==> src/rtl/uart_tx_fifo.sv <==
// rtl/uart_tx_fifo.sv - byte FIFO that paces launches into a uart_tx transmitter
// Optional sticky overflow flag enabled by defining UART_TX_FIFO_OVF_EN.
module uart_tx_fifo #(
  parameter int DEPTH = 16,
  parameter int AW    = $clog2(DEPTH)
) (
  input  logic          i_clk,
  input  logic          i_rst_n,
  input  logic          i_wr_dv,
  input  logic [7:0]    i_wr_byte,
  output logic          o_full,
  output logic          o_empty,
  output logic [AW:0]   o_count,
  input  logic          i_tx_active,
  input  logic          i_tx_done,
  output logic          o_tx_dv,
  output logic [7:0]    o_tx_byte,
  output logic          o_overflow,
  input  logic          i_ovf_clr
);

  localparam logic [1:0] S_IDLE      = 2'd0;
  localparam logic [1:0] S_LAUNCH    = 2'd1;
  localparam logic [1:0] S_WAIT_DONE = 2'd2;
  localparam logic [1:0] S_WAIT_CLR  = 2'd3;

  localparam logic [AW:0] FULL_CNT = (AW+1)'(DEPTH);

  logic [7:0]    mem_q [DEPTH];
  logic [AW-1:0] wr_ptr_q, wr_ptr_d;
  logic [AW-1:0] rd_ptr_q, rd_ptr_d;
  logic [AW:0]   count_q, count_d;
  logic          full_q, full_d;
  logic          empty_q, empty_d;
  logic [1:0]    state_q, state_d;
  logic [7:0]    tx_byte_q, tx_byte_d;
  logic          pop;
  logic          wr_accept;
  logic          wr_drop;

  // A pop frees a slot in the same cycle, so a full FIFO can still take a write.
  always_comb begin
    pop       = (state_q == S_IDLE) && !empty_q && !i_tx_active;
    wr_accept = i_wr_dv && (!full_q || pop);
    wr_drop   = i_wr_dv && full_q && !pop;
  end

  always_comb begin
    wr_ptr_d  = wr_ptr_q;
    rd_ptr_d  = rd_ptr_q;
    count_d   = count_q;
    tx_byte_d = tx_byte_q;
    if (wr_accept) begin
      wr_ptr_d = wr_ptr_q + 1'b1;
    end
    if (pop) begin
      rd_ptr_d  = rd_ptr_q + 1'b1;
      tx_byte_d = mem_q[rd_ptr_q];
    end
    case ({wr_accept, pop})
      2'b10:   count_d = count_q + 1'b1;
      2'b01:   count_d = count_q - 1'b1;
      default: count_d = count_q;
    endcase
    full_d  = (count_d == FULL_CNT);
    empty_d = (count_d == '0);
  end

  always_comb begin
    state_d = state_q;
    case (state_q)
      S_IDLE:      if (pop) state_d = S_LAUNCH;
      S_LAUNCH:    state_d = S_WAIT_DONE;
      S_WAIT_DONE: if (i_tx_done) state_d = S_WAIT_CLR;
      S_WAIT_CLR:  if (!i_tx_done && !i_tx_active) state_d = S_IDLE;
      default:     state_d = S_IDLE;
    endcase
  end

  // Storage carries no reset; the pointers alone define what is valid.
  always_ff @(posedge i_clk) begin
    if (wr_accept) begin
      mem_q[wr_ptr_q] <= i_wr_byte;
    end
  end

  always_ff @(posedge i_clk or negedge i_rst_n) begin
    if (!i_rst_n) begin
      wr_ptr_q  <= '0;
      rd_ptr_q  <= '0;
      count_q   <= '0;
      full_q    <= 1'b0;
      empty_q   <= 1'b1;
      state_q   <= S_IDLE;
      tx_byte_q <= 8'h00;
    end else begin
      wr_ptr_q  <= wr_ptr_d;
      rd_ptr_q  <= rd_ptr_d;
      count_q   <= count_d;
      full_q    <= full_d;
      empty_q   <= empty_d;
      state_q   <= state_d;
      tx_byte_q <= tx_byte_d;
    end
  end

`ifdef UART_TX_FIFO_OVF_EN
  logic ovf_q;

  // A drop in the same cycle as a clear leaves the flag set.
  always_ff @(posedge i_clk or negedge i_rst_n) begin
    if (!i_rst_n) begin
      ovf_q <= 1'b0;
    end else if (wr_drop) begin
      ovf_q <= 1'b1;
    end else if (i_ovf_clr) begin
      ovf_q <= 1'b0;
    end
  end

  assign o_overflow = ovf_q;
`else
  logic ovf_unused;

  assign ovf_unused = i_ovf_clr ^ wr_drop;
  assign o_overflow = 1'b0;
`endif

  assign o_full    = full_q;
  assign o_empty   = empty_q;
  assign o_count   = count_q;
  assign o_tx_dv   = (state_q == S_LAUNCH);
  assign o_tx_byte = tx_byte_q;

endmodule

==> config.mk <==
export PLATFORM = sky130hd
export DESIGN_NAME = uart_tx_fifo
export DESIGN_NICKNAME = d
export VERILOG_FILES = /design/src/rtl/uart_tx_fifo.sv
export SDC_FILE = /design/constraint.sdc
export NUM_CORES = 1
export LEC_CHECK = 0
export ABC_AREA = 1
export CAP_MARGIN = 20
export CORE_UTILIZATION = 56
export CTS_BUF_LIST = sky130_fd_sc_hd__clkbuf_8
export DETAILED_ROUTE_END_ITERATION = 12
export HOLD_SLACK_MARGIN = 0.06
export PLACE_DENSITY = 0.83
export SYNTH_ARGS = -nofsm -noshare
export SYNTH_HDL_FRONTEND = slang
export SYNTH_SLANG_ARGS = --single-unit
==> constraint.sdc <==
create_clock -name i_clk -period 2.6 [get_ports i_clk]
set_clock_uncertainty 0.15 [all_clocks]
set_input_delay 0.52 -clock i_clk [delete_from_list [all_inputs] [get_ports i_clk]]
set_output_delay 0.52 -clock i_clk [all_outputs]
set_load 0.02 [all_outputs]
**Word-level counts from Yosys, hierarchy flattened**

Memory sizes are Yosys's and may differ from the RTL's. A register that Yosys moved wholly into a read port is not among the register bits.
Index checks and enable logic that the tools add are counted.

- Bits of input ports: 14
- Output and inout bits: 17
- RAM bits: 128
- Memories kept: 1
- Word-level logic and storage cells: 40
- Bits in registers: 17

Memories:

| name | depth | bits a word | read ports | clocked after Yosys merged registers in | write ports | line | RTL |
|---|---|---|---|---|---|---|---|
| mem_q | 16 | 8 | 1 | 1 | 1 | 29 | `logic [7:0] mem_q [DEPTH];` |

- Reduce and logical (&&, ||, !) cells: 13
- Equality and inequality tests: 9
- Mux-type cells: 7
- $add $sub $neg: 4

Operator list:

| operator | number |
|---|---|
| $pmux 5 s2 | 1 |
| $add 4x1->4 const B | 2 |
| $pmux 2 s4 | 1 |
| $eq 2x2->1 const B | 3 |
| $mux 2 | 3 |
| $ne 2x2->1 const B | 3 |
| $add 5x1->5 const B | 1 |
| $eq 5x5->1 const B | 1 |
| $logic_not 1->1 | 5 |
| $logic_not 5->1 | 1 |
| $sub 5x1->5 const B | 1 |
| $eq 2x1->1 const B | 2 |
| $logic_and 1x1->1 | 4 |
| $reduce_and 3->1 | 1 |
| $logic_not 2->1 | 1 |
| $mux 1 | 2 |
| $logic_or 1x1->1 | 1 |

**Depth between registers and ports, before layout**

Gate-level depths: netlist (run 1).

- Word-level depth: 8
- Mapped depth: 21
- Depth with buffers taken out: 21

**Least setup slack after synthesis (run 1)**

OpenSTA, ideal clock, no wires.

- Path kind: reg2reg
- From: reg state_q[0]
- To: reg full_q, in the netlist o_full
- Required time: 2379 ps
- Data arrival time: 2405 ps
- Library setup time: 71 ps
- Clock period less this slack: 2626 ps
- Stages on the path, launching flop included: 19
- Path slack: -26 ps
- Buffers on the path: 1
- Cells stage by stage: dfrtp_1 > inv_1 > ha_1 > inv_1 > nor2_1 > nand2_1 > inv_1 > buf_2 > ha_1 > nand2_1 > inv_1 > nor2_1 > ha_1 > nand2_1 > nand2_1 > or2_0 > nor2_1 > nand3_1 > nor2_1

- Cells in the longest elaborated chain, start to end: 8
- Elaborated cells on any way between the ends: 9
- Classes of those cells: eq/ne: 3; mux: 1; reduce/logical: 5

RTL lines:

| item | line | RTL |
|---|---|---|
| from (decl) | 35 | `logic [1:0] state_q, state_d;` |
| from (signal assigned) | 102 | `state_q <= state_d;` |
| $logic_not 2->1 (*) | 43 | `pop = (state_q == S_IDLE) && !empty_q && !i_tx_active;` |
| $logic_and 1x1->1 (*) (2 in a row) | 43 |  |
| net pop | 37 | `logic pop;` |
| $logic_or 1x1->1 | 44 | `wr_accept = i_wr_dv && (!full_q \|\| pop);` |
| $logic_and 1x1->1 | 44 |  |
| $eq 2x1->1 or $eq 2x2->1 (tied branches) | 60 | `case ({wr_accept, pop})` |
| $pmux 5 s2 (*) | 60 |  |
| net count_d[1] | 32 | `logic [AW:0] count_q, count_d;` |
| $eq 5x5->1 (*) | 65 | `full_d = (count_d == FULL_CNT);` |
| net full_d | 33 | `logic full_q, full_d;` |
| to (signal assigned) | 100 | `full_q <= full_d;` |
| to (decl) | 33 |  |

The timed path passes the listed nets; every way through them passes the cells marked *.
A chain may end at the register's enable or synchronous reset.

**Worst setup path after layout (run 1)**

- From: reg state_q[1]
- To: reg empty_q, in the netlist o_empty

- Cells in the longest elaborated chain, start to end: 8
- Elaborated cells on any way between the ends: 9
- Classes of those cells: eq/ne: 2; mux: 1; reduce/logical: 6

RTL lines:

| item | line | RTL |
|---|---|---|
| $logic_not 2->1 (*) | 43 |  |
| $logic_and 1x1->1 (*) (2 in a row) | 43 |  |
| $logic_or 1x1->1 | 44 |  |
| $logic_and 1x1->1 | 44 |  |
| $eq 2x1->1 or $eq 2x2->1 (tied branches) | 60 |  |
| $pmux 5 s2 (*) | 60 |  |
| net count_d[1] | 32 |  |
| $logic_not 5->1 (*) | 66 | `empty_d = (count_d == '0);` |
| net empty_d | 34 | `logic empty_q, empty_d;` |
| to (signal assigned) | 101 | `empty_q <= empty_d;` |
| to (decl) | 34 |  |

Marked as above.

==> results of run 1 <==
[worst paths after layout]
check                                         start                       end  cells after the start
setup / recovery             state_q[1]$_DFFE_PN0P_         o_empty$_DFF_PN1_                     18
hold / removal                              i_rst_n      o_count[4]$_DFF_PN0_                      2
min in group i_clk         o_tx_byte[1]$_DFFE_PN0P_  o_tx_byte[1]$_DFFE_PN0P_                      1
max in group asynchronous                   i_rst_n         o_empty$_DFF_PN1_                      2
setup reg to reg             state_q[1]$_DFFE_PN0P_         o_empty$_DFF_PN1_                     18
hold reg to reg            o_tx_byte[1]$_DFFE_PN0P_  o_tx_byte[1]$_DFFE_PN0P_                      1
[registers in the layout, indices dropped and copies added, names as in the netlist]
| register | cells |
|---|---|
| o_empty | 1 |
| o_count | 5 |
| o_full | 1 |
| rd_ptr_q | 4 |
| state_q | 2 |
| wr_ptr_q | 4 |
| o_tx_byte | 8 |
| mem_q | 128 |
[through the flow]
step | utilization, % | std cells | instance area, um2
global placement | 62.01 | 767 | 7081
floorplan | - | 589 | 6576
CTS | 65.66 | 801 | 7497
detailed placement | 62.01 | 767 | 7081
global route | 66.45 | 808 | 7587
finish | 66.45 | 808 | 7587
[synth_stat cells (all sizes together)]
master	n	share of area, %
clkbuf	1	0.057
nor2	25	1.5
edfxtp	128	58
buf	27	3.2
clkinv	1	0.057
nand4	4	0.38
conb	1	0.057
o21a	8	0.91
o21ai	9	0.69
xnor2	1	0.13
or2	1	0.095
dfrtp	24	9.1
dfstp	1	0.40
ha	13	2.5
nand3	113	8.6
nand2	197	11
xor2	6	0.80
inv	28	1.6
a21oi	1	0.076
[cell families (layout without fill, tap and decap cells)]
kind of cell	Yosys count	after routing	synth area share [%]
xor gates and xnor gates	7	7	0.9330
adders and majority gates	13	13	2.475
and+or+nand+nor	340	340	21.88
other	1	1	0.05707
AOI/OAI and AO/OA	18	18	1.675
DFF	153	153	68.03
buffers and inverters	57	133	4.950
[power by group through the flow]
stage | logic (W) | clock network [W] | registers [W]
after floorplan | 0.00217 | 0 | 0.00341
after global placement | 0.00305 | 0 | 0.00332
after detailed placement | 0.00320 | 0 | 0.00334
after CTS | 0.00326 | 0.00174 | 0.00329
after global routing | 0.00374 | 0.00185 | 0.00334
final | 0.00342 | 0.00172 | 0.00330
[cells in the final DEF (no fill, tap or decap), drive strengths merged]
cell type / n
inv: 34
ha: 13
or2: 1
buf: 44
clkinv: 3
conb: 1
clkbuf: 23
edfxtp: 128
nor2: 25
nand2: 197
xnor2: 1
nand4: 4
bufinv: 1
xor2: 6
clkdlybuf4s50: 28
dfrtp: 24
o21ai: 9
dfstp: 1
nand3: 113
a21oi: 1
o21a: 8
[layout make-up]
type                    count  share of cell area, %
repair buffers             72                  8.047
clock inverters             9                 0.9235
well taps                 143                  2.358
clock buffers              23                  4.172
flip-flops and latches    153                  58.94
inverters                  29                  1.468
multi-input cells         379                  24.09
[worst register-to-register path: cells and delay by family, from the launching register on]
| family | cells | cell delay [ps] |
|---|---|---|
| and+or+nand+nor | 12 | 1140 |
| adders and majority gates | 3 | 570 |
| DFF | 1 | 390 |
| buffers and inverters | 3 | 170 |
[per-layer routing]
layer / share of wire (%) / vias up / GRT usage, %
met2: 50 / 262 / 41.35
met1: 39 / 2189 / 33.47
met3: 9.0 / 30 / 5.467
met5: 0 / - / 0
li1: - / 2128 / -
met4: 2.1 / 0 / 11.09
[timing repair]
action,4_1_cts,5_1_grt
pin swaps,1,14
buffers inserted,2,7
resized for setup,4,13
setup endpoints to repair,2,3
==> flow_metrics.py, run 1 <==
metrics = {
    "route": {
        "final_antenna_net_count": 0,
        "drt-vias-per-instance": 5.704,
        "drt_first_pass_iters": 5,
        "drt-total-wl_um": 14420,
        "drt-initial-drc-count": 608,
        "drc": 0,
        "avgRoutedWirePerCell_um": 17.84,
        "via_count": 4609,
    },
    "place": {
        "port-buffer-count": 28,
        "gp_congestion": 0.8412,
        "place_worst_setup_slack_ps": -317.0,
        "hpwlAfterDp_um": 8959,
    },
    "global_route": {
        "overflow": 0,
        "antenna_found_initial": 0,
        "grt_use_total_pct": 25.55,
        "grt_pass1_vias": 4382,
        "grt_max_degree": 48,
        "grt_pass1_wl_um": 22410,
    },
    "sta": {
        "tightestPinTransition_ps": 722.7,
        "period_share_pct": 95.60,
        "holdWs_ps": 286.4,
        "finalSetupViolCount": 0,
        "final.min_clock_period_ps": 2486,
        "clock.fmax_ghz": 0.4023,
        "grt_setup_unrepaired": "true",
        "slew_viol_final": 0,
        "setup_tns_ps": 0,
        "setup_ws_ps": 114.5,
        "hold_viol": 0,
        "slew_headroom_pct": 51.67,
    },
    "cells_and_area": {
        "seqCellArea_um2": 4472,
        "n_antenna_cell": 0,
        "nets": 679,
        "n_fill_cell": 813,
        "syn2layout_area_growth_pct": 15.46,
        "layout-drive-gt1-share_pct": 14.14,
        "multi_input_area_um2": 1828,
    },
    "pwr": {
        "clkPwrFrac_pct": 20.4,
        "p_int_w": 0.005185,
        "power.density_nw_per_um2": 1113,
        "vdd_ir_drop_max_mv": 0.8465,
        "switching_share_pct": 38.58,
        "p_comb_share_pct": 40.5,
        "p_leak_nw": 3.023,
        "total_power_w": 0.008441,
        "p_sw_w": 0.003256,
        "seqPwrFrac_pct": 39.1,
    },
    "yosys": {
        "synth_area_um2": 6571,
        "netlist-cell-type-count": 24,
        "synth_cells": 589,
        "ys_warn_count": 0,
        "synth_fp_nets": 616,
        "ys_ff_latch": 153,
        "yosysSeqAreaShare_pct": 68.03,
        "avgSynthCellArea_um2": 11.16,
    },
    "floorplan": {
        "die_h_um": 110.3,
        "fp-row-count": 39,
        "die-area_um2": 12170,
        "core-area_um2": 11420,
        "die_w_um": 110.3,
        "start_util_pct": 57.55,
        "io_pins": 31,
    },
    "setup_path": {
        "path_max_fanout": 4,
        "critical_path_required_ps": 2820,
        "slowest_stage": "dfrtp_1",
        "crit_family": "simple AND/OR/NAND/NOR gates",
        "slowest_delay_ps": 390,
        "r2r_setup_slack_ps": 110,
        "criticalPathCategory": "reg -> reg",
        "start_kind": "flop",
        "cp_cell_sequence": "inv_2 -> ha_4 -> inv_2 -> nor2_1 -> nand2_1 -> nand2_1 -> nand2_2 -> ha_4 -> nand2_4 -> inv_4 -> nor2_4 -> ha_1 -> nand2_1 -> nand2_1 -> or2_0 -> nor2_1 -> nand3_1 -> nor2_1",
        "crit_top_cell": "nand2_1",
        "end_kind": "flop",
        "crit_arrival_ps": 2710,
        "critPathBufInv": 3,
    },
    "clock_network": {
        "cts_inserted_buffers": 17,
        "clock_latency_ps": 430,
        "path_clk_slew_ps": 80,
        "clkSinkCount": 153,
        "cts.htree.levels": 4,
        "tritoncts": "done",
        "clk_path_buf_depth": 2,
        "cts_hold_buf": 0,
        "cts-root-buf": "clkbuf_8",
    },
    "job": {
        "maxCapViolations": 0,
    },
    "outcome": {
        "status": "finished, final reports clean",
    },
    "worst_hold_path": {
        "min_path_type": "in -> async",
    },
}
(Power assumes the default switching activity.)
==> run 2: changes to the inputs <==
- TNS_END_PERCENT: default -> 5
==> results of run 2 <==
Final layout, timing and power as in run 1 (identical DEF).
